<file path="src/rtl/aes_axis_packer_pkg.sv">
// Shared widths and FSM state encoding for the AES AXI-Stream ingress packer.
package aes_axis_packer_pkg;

  localparam int WORD_S = 32;
  localparam int BLK_S  = 128;

  typedef enum logic [1:0] {
    GET_CMD = 2'd0,
    PACK    = 2'd1,
    PUSH    = 2'd2,
    DONE    = 2'd3
  } state_e;

endpackage

</file>
<file path="src/rtl/axis_word_packer.sv">
// Four-lane block assembler: word 0 lands in the top lane, unfilled lanes read zero.
module axis_word_packer #(
  parameter int W = 32
) (
  input  logic           clk,
  input  logic           reset,
  input  logic           clr,
  input  logic           load,
  input  logic [W-1:0]   din,
  output logic [1:0]     idx,
  output logic [4*W-1:0] blk
);

  logic [3:0][W-1:0] lane_q, lane_d;
  logic [1:0]        idx_q, idx_d;

  always_comb begin
    lane_d = lane_q;
    idx_d  = idx_q;
    if (clr) begin
      lane_d = '0;
      idx_d  = '0;
    end else if (load) begin
      lane_d[2'd3 - idx_q] = din;
      idx_d                = idx_q + 2'd1;
    end
  end

  always_ff @(posedge clk) begin
    if (reset) begin
      lane_q <= '0;
      idx_q  <= '0;
    end else begin
      lane_q <= lane_d;
      idx_q  <= idx_d;
    end
  end

  assign idx = idx_q;
  assign blk = lane_q;

endmodule

</file>
<file path="src/rtl/aes_axis_packer.sv">
// AXI-Stream ingress: command capture, 128-bit block packing, FIFO push.
// Define AES_AXIS_BYTE_SWAP_EN to byte-reverse payload words before packing.
module aes_axis_packer
  import aes_axis_packer_pkg::*;
#(
  parameter int AXIS_DATA_WIDTH = WORD_S,
  parameter int BLK_WIDTH       = BLK_S
) (
  input  logic                       clk,
  input  logic                       reset,
  input  logic [AXIS_DATA_WIDTH-1:0] s_axis_tdata,
  input  logic                       s_axis_tvalid,
  input  logic                       s_axis_tlast,
  output logic                       s_axis_tready,
  output logic [AXIS_DATA_WIDTH-1:0] aes_cmd,
  output logic                       fifo_write_tvalid,
  input  logic                       fifo_write_tready,
  output logic [BLK_WIDTH-1:0]       fifo_data,
  output logic                       axis_slave_done,
  input  logic                       processing_done,
  output logic [15:0]                block_count
);

  state_e state_q, state_d;

  logic [AXIS_DATA_WIDTH-1:0] cmd_q, cmd_d;
  logic [15:0]                cnt_q, cnt_d;
  logic                       last_q, last_d;
  logic                       tready_q, tready_d;
  logic                       tvalid_q, tvalid_d;
  logic                       done_q, done_d;
  logic                       pdone_q, pdone_d;

  logic                       accept, push, pd_rise;
  logic                       clr, load;
  logic [1:0]                 idx;
  logic [AXIS_DATA_WIDTH-1:0] word;

`ifdef AES_AXIS_BYTE_SWAP_EN
  assign word = {s_axis_tdata[7:0],   s_axis_tdata[15:8],
                 s_axis_tdata[23:16], s_axis_tdata[31:24]};
`else
  assign word = s_axis_tdata;
`endif

  assign accept  = s_axis_tvalid && tready_q;
  assign push    = tvalid_q && fifo_write_tready;
  assign pd_rise = processing_done && !pdone_q;
  assign pdone_d = processing_done;

  always_comb begin
    state_d = state_q;
    cmd_d   = cmd_q;
    cnt_d   = cnt_q;
    last_d  = last_q;
    clr     = 1'b0;
    load    = 1'b0;
    case (state_q)
      GET_CMD: begin
        if (accept) begin
          cmd_d   = s_axis_tdata;
          cnt_d   = '0;
          last_d  = 1'b0;
          clr     = 1'b1;
          state_d = s_axis_tlast ? DONE : PACK;
        end
      end
      PACK: begin
        if (accept) begin
          load = 1'b1;
          if (s_axis_tlast) last_d = 1'b1;
          if (s_axis_tlast || idx == 2'd3) state_d = PUSH;
        end
      end
      PUSH: begin
        if (push) begin
          cnt_d   = cnt_q + 16'd1;
          clr     = 1'b1;
          state_d = last_q ? DONE : PACK;
        end
      end
      DONE: begin
        if (pd_rise) state_d = GET_CMD;
      end
      default: begin
        state_d = GET_CMD;
        clr     = 1'b1;
      end
    endcase
    // Handshake outputs are registered from the next state.
    tready_d = (state_d == GET_CMD) || (state_d == PACK);
    tvalid_d = (state_d == PUSH);
    done_d   = (state_d == DONE);
  end

  always_ff @(posedge clk) begin
    if (reset) begin
      state_q  <= GET_CMD;
      cmd_q    <= '0;
      cnt_q    <= '0;
      last_q   <= 1'b0;
      tready_q <= 1'b0;
      tvalid_q <= 1'b0;
      done_q   <= 1'b0;
      pdone_q  <= 1'b0;
    end else begin
      state_q  <= state_d;
      cmd_q    <= cmd_d;
      cnt_q    <= cnt_d;
      last_q   <= last_d;
      tready_q <= tready_d;
      tvalid_q <= tvalid_d;
      done_q   <= done_d;
      pdone_q  <= pdone_d;
    end
  end

  axis_word_packer #(
    .W (AXIS_DATA_WIDTH)
  ) u_packer (
    .clk   (clk),
    .reset (reset),
    .clr   (clr),
    .load  (load),
    .din   (word),
    .idx   (idx),
    .blk   (fifo_data)
  );

  assign s_axis_tready     = tready_q;
  assign fifo_write_tvalid = tvalid_q;
  assign axis_slave_done   = done_q;
  assign aes_cmd           = cmd_q;
  assign block_count       = cnt_q;

endmodule

</file>
<file path="config.mk">
export PLATFORM = sky130hd
export DESIGN_NAME = aes_axis_packer
export DESIGN_NICKNAME = d
export VERILOG_FILES = /design/src/rtl/aes_axis_packer_pkg.sv /design/src/rtl/axis_word_packer.sv /design/src/rtl/aes_axis_packer.sv
export SDC_FILE = /design/constraint.sdc
export NUM_CORES = 1
export LEC_CHECK = 0
export ABC_AREA = 1
export CORE_MARGIN = 2
export CORE_UTILIZATION = 35
export CTS_BUF_LIST = sky130_fd_sc_hd__clkbuf_4
export DETAILED_ROUTE_END_ITERATION = 16
export PLACE_DENSITY = 0.69
export SLEW_MARGIN = 10
export SYNTH_ARGS = -nofsm -noshare
export SYNTH_HDL_FRONTEND = slang
export SYNTH_SLANG_ARGS = --single-unit
export TNS_END_PERCENT = 5
</file>
<file path="constraint.sdc">
create_clock -name clk -period 1.5 [get_ports clk]
set_input_delay 0.375 -clock clk [delete_from_list [all_inputs] [get_ports clk]]
set_output_delay 0.375 -clock clk [all_outputs]
set_load 0.005 [all_outputs]
</file>
# Word-level counts from Yosys, hierarchy flattened
# Cells that the tools add are included.
# word_totals
register_bits,185
latch_bits,0
mem_bits_rw,0
rom_bits,0
out_inout_bits,179
memories,0
# classes
add_sub_neg,3
mul,0
div,0
n_lt_le_gt_ge,2
n_eq_ne,11
shifts,0
n_mux,22
n_bitwise,0
reduce_logical,15
# op_table
operator,n
bitwise mux 128 bit,1
demux 32 bit (select 2 bit),1
two-way mux 16 bit,2
two-way mux 32 bit,1
case mux 16 bit (2 select lines),1
adder 16 x 1 -> 16 bit (second input constant),1
two-way mux 2 bit,7
== test 2 bit (second input constant),5
!= test 2 bit (second input constant),4
case mux 2 bit (4 select lines),1
two-way mux 1 bit,6
== test 2 x 1 -> 1 bit (second input constant),2
logical AND 1 bit,4
logical NOT 2 bit,2
case mux 1 bit (2 select lines),2
AND reduction 4 bit,1
nonzero test 2 bit,2
< comparator 2 x 3 -> 1 bit (second input constant),1
AND reduction 3 bit,1
adder 2 x 1 -> 2 bit (second input constant),1
greater-or-equal comparator 2 x 1 -> 1 bit (second input constant),1
logical OR 1 bit,2
AND reduction 2 bit,1
OR reduction 2 bit,1
other kinds (2),2

# Longest topological paths before layout
# logic_depth
depth_word,7
ltp_mapped,10
ltp_nobuf,9

# Hierarchy
# From an unflattened synthesis, not the netlist that was laid out.
# unflattened
hier_cells,1130
area_unflattened_um2,7632.3
# by_module_without_submodules
module,instances,cells_each,area_per_inst_um2
axis_word_packer,1,828,5368.9
aes_axis_packer,1,302,2263.4

# Least setup slack after synthesis
# No wires, ideal clock.
# synth_timing
path_type,flip-flop to flip-flop
startpoint,register u_packer.idx_q[0] (netlist: u_packer.idx[0])
endpoint,"register u_packer.lane_q, in the netlist u_packer.blk[100]"
setup_time_ns,0.066
t_arrival_ns,1.246
t_required_ns,1.434
slack_ns,0.187
stages_incl_launch_ff,7
n_path_buf,2
period_less_slack_ns,1.313
cell_sequence,dfxtp_1 -> inv_1 -> ha_1 -> clkbuf_1 -> clkbuf_1 -> nand3_1 -> a21oi_2
# synth_via
elab_chain_cells,6
# synth_lines
item,line_no,text
from (decl),axis_word_packer.sv:15,"logic [1:0] idx_q, idx_d;"
from (signal assigned),axis_word_packer.sv:35,idx_q <= idx_d;
subtractor 2 bit *,axis_word_packer.sv:24,lane_d[2'd3 - idx_q] = din;
< comparator 2 x 3 -> 1 bit (implied by the code) / greater-or-equal comparator 2 x 1 -> 1 bit (equally long branches),axis_word_packer.sv:24,
logical AND 1 bit (implied by the code),axis_word_packer.sv:24,
two-way mux 32 bit (implied by the code),axis_word_packer.sv:24,
demux 32 bit (select 2 bit) *,-,
bitwise mux 128 bit *,axis_word_packer.sv:24,
to (signal assigned),axis_word_packer.sv:34,lane_q <= lane_d;
to (decl),axis_word_packer.sv:14,"logic [3:0][W-1:0] lane_q, lane_d;"
# Mark *: on every way between the ends. The rest lies on a longest branch, timed or not.
# A chain may end at the register's enable or synchronous reset.

# Final worst setup path
# layout_timing
startpoint,register cnt_q[1] (netlist: block_count[1])
endpoint,output port block_count[1]
# layout_rtl
item,line_no,text
from (decl),aes_axis_packer.sv:27,"logic [15:0] cnt_q, cnt_d;"
from (signal assigned),aes_axis_packer.sv:109,cnt_q <= cnt_d;
to (decl),aes_axis_packer.sv:21,output logic [15:0] block_count
# No word-level cell between the ends.

==> metrics.yaml <==
outcome: "finished, final reports clean"
num_rows: 53
min_to: "pdone_q"
n_fill_cell: 2047
grt_pass1_vias: 6447
nNetsFinal: 1193
drv_cap: 0
min_delay_path_depth: 4
dieArea_um2: 22600
syn_avg_cell_area_um2: 8.41
finalCritPeriodShare: 0.972
p_seq_frac: 0.548
syn_to_final_growth_pct: 36.9
p_int_uw: 6580
layout-drive-gt1-share: 0.520
wl_per_cell_um: 16.7
p_sw_frac: 0.293
timing.rr.start: "s_axis_tready"
arrival_ns: 1.08
cts_max_level: 4
hold_viol: 0
ant_nets: 0
cts_buffers: 17
ctsHoldBuffers: 0
crit_required_ns: 1.12
place_congestion: 0.784
slew_headroom: 0.742
antenna_found_initial: 0
power.share.clock: 0.326
whs_ns: 0.434
start_util: 0.357
cts-root-buf: "clkbuf_4"
synth_cell_types: 27
placed_area_um2: 10000
crit_family: "flip-flops"
dpl.hpwl_um: 15900
critPathMaxStageDelay_ns: 0.39
n_antenna_cell: 0
startpoint: "block_count[1]"
grt_max_degree: 44
hp-class: "in2reg"
p_leak_uw: 0.00413
reg2reg_depth: 10
globalRouteOverflowTotal: 0
path_class: "reg2out"
r2r_slack_ns: 0.06
synthArstFlopShare: 0
critPathMaxFanout: 3
design_area_um2: 10300
dr_total_vias: 7060
crit_path_end_kind: "output port"
path_cells: "buf_6"
drt_iter0_drc: 340
numClockSinks: 185
cts_tree: "built"
switching_power_uw: 2730
clock_skew_ns: 0.0257
power_density_nw_per_um2: 907
hp-start: "processing_done"
port_buffers: 216
fin_cells: 1438
netlist_area_um2: 7500
clock_path_buffers: 2
drc_errors: 0
power_frac_comb: 0.126
dr.pass1.iters: 4
yosysWarnings: 0
regToRegEndpoint: "u_packer.blk[51]"
critPathBufInv: 1
grt.total_usage: 0.203
wl_um: 24100
io_pins: 217
worst-slew-pin-transition_ns: 0.386
slowest_stage: "dfxtp_4"
slew_violations: 0
insertion_delay_ns: 0.58
min_period_ns: 1.46
total_power_uw: 9320
die_w_um: 150
fin_tns_setup_ns: 0
clk_pin_slew_ns: 0.17
vias_per_cell: 4.91
grt_first_pass_wirelength_um: 36000
fp.dieH_um: 150
synth_nets: 935
synth.ff_latch_count: 185
finalSetupViolations: 0
rsz0062_at_grt: "true"
dp.cells: 1370
synth_edf_count: 0
synth_ff_type: "dfxtp_1"
netlist_instances: 892
coreArea_um2: 21000
ys_seq_area_frac: 0.493
ir_worst_vdd_mv: 0.379
startpoint_type: "register"
timing.fmax_mhz: 686
tightest hold or removal path: stages:
cell and delay [ns]:
clkdlybuf4s50_1 0.39, inv_1 0.08, buf_4 0.10, nor2_1 0.03
final cells by class:
type,count,area [um^2],area share
clock buffers,17,128,0.0124
clock inverters,15,185,0.0180
inverters,36,138,0.0134
multi-input cells,604,3220,0.314
flip-flops and latches,185,3930,0.383
well taps,275,344,0.0335
repair buffers,306,2330,0.226
power groups by stage:
stage          Clock, uW  Sequential [uW]  Combinational (uW)
6_report            3030             5110                1170
5_1_grt             3320             5130                1260
4_1_cts             3110             5110                1090
3_5_place_dp           0             5210                1170
3_3_place_gp           0             5200                1160
2_1_floorplan          0             5210                 587
stage by stage:
stage,utilization,setup slack [ns]
finish,0.489,0.0414
floorplan,-,0.187
global placement,0.478,-0.454
detailed placement,0.478,-0.442
global route,0.489,-0.0263
CTS,0.472,-0.0633
metal layers:
layer | GRT usage | up-vias | routed length (um)
li1 | - | 3469 | -
met1 | 0.281 | 3344 | 11000
met3 | 0.0400 | 21 | 1560
met2 | 0.325 | 226 | 11300
met5 | 0 | - | 0
met4 | 0.0519 | 0 | 290
sequential cells by signal, summed over array words and instances (netlist names):
signal,flops
aes_cmd,32
axis_slave_done,1
block_count,16
fifo_write_tvalid,1
last_q,1
pdone_q,1
s_axis_tready,1
state_q,2
u_packer.blk,128
u_packer.idx,2
cells by family (layout without fill, tap and decap cells):
group	after synthesis	after routing	share of synthesized area
flops	185	185	0.493
fa+ha+maj	5	5	0.00834
simple gates	418	419	0.241
buf+inv	104	374	0.0854
compound gates	180	180	0.171
synthesized netlist by cell type (2+ instances only):
cell | number | area share
a21oi_1 | 38 | 0.025
o21ai_0 | 26 | 0.017
inv_2 | 5 | 0.0025
buf_2 | 22 | 0.015
nand2_1 | 170 | 0.085
a211oi_1 | 2 | 0.0020
nor2_2 | 3 | 0.0025
dfxtp_1 | 185 | 0.49
nor2_1 | 92 | 0.046
nand4_1 | 6 | 0.0050
ha_1 | 5 | 0.0083
clkbuf_1 | 21 | 0.011
nand3_1 | 135 | 0.090
o21ai_1 | 12 | 0.0080
inv_1 | 31 | 0.016
nor3_1 | 6 | 0.0040
buf_6 | 12 | 0.018
nand2_4 | 3 | 0.0045
buf_8 | 10 | 0.020
a21oi_2 | 100 | 0.12
nand2_2 | 2 | 0.0017
worst max path at each step:
stage	endpoint	depth (start not counted)	slack [ns]
2_1_floorplan	u_packer.blk[100]	6	0.19
3_3_place_gp	u_packer.blk[46]	7	-0.45
6_report	block_count[1]	1	0.04
4_1_cts	block_count[9]	1	-0.06
3_5_place_dp	u_packer.blk[52]	7	-0.44
5_1_grt	block_count[1]	1	-0.03
placed cells by master (no fill, tap or decap), types with 6 or more instances in the layout:
cell type          n
dfxtp_2          178
inv_1             31
a21oi_1           38
nor2_1            90
buf_4             74
buf_2            145
nand2_1          167
clkbuf_4          17
o21ai_1           12
buf_6             35
buf_12            11
o21ai_0           26
nor3_1             6
clkdlybuf4s50_1   37
nand3_1          135
nand4_1            6
a21oi_2          100
repair_timing:
item / 4_1_cts / 5_1_grt
pin swaps: 0 / 3
setup endpoints to repair: 191 / 171
cloned: 0 / 3
setup buffers: 28 / 6
resized for setup: 895 / 51
Note: power is estimated with default switching activity, not from simulation.
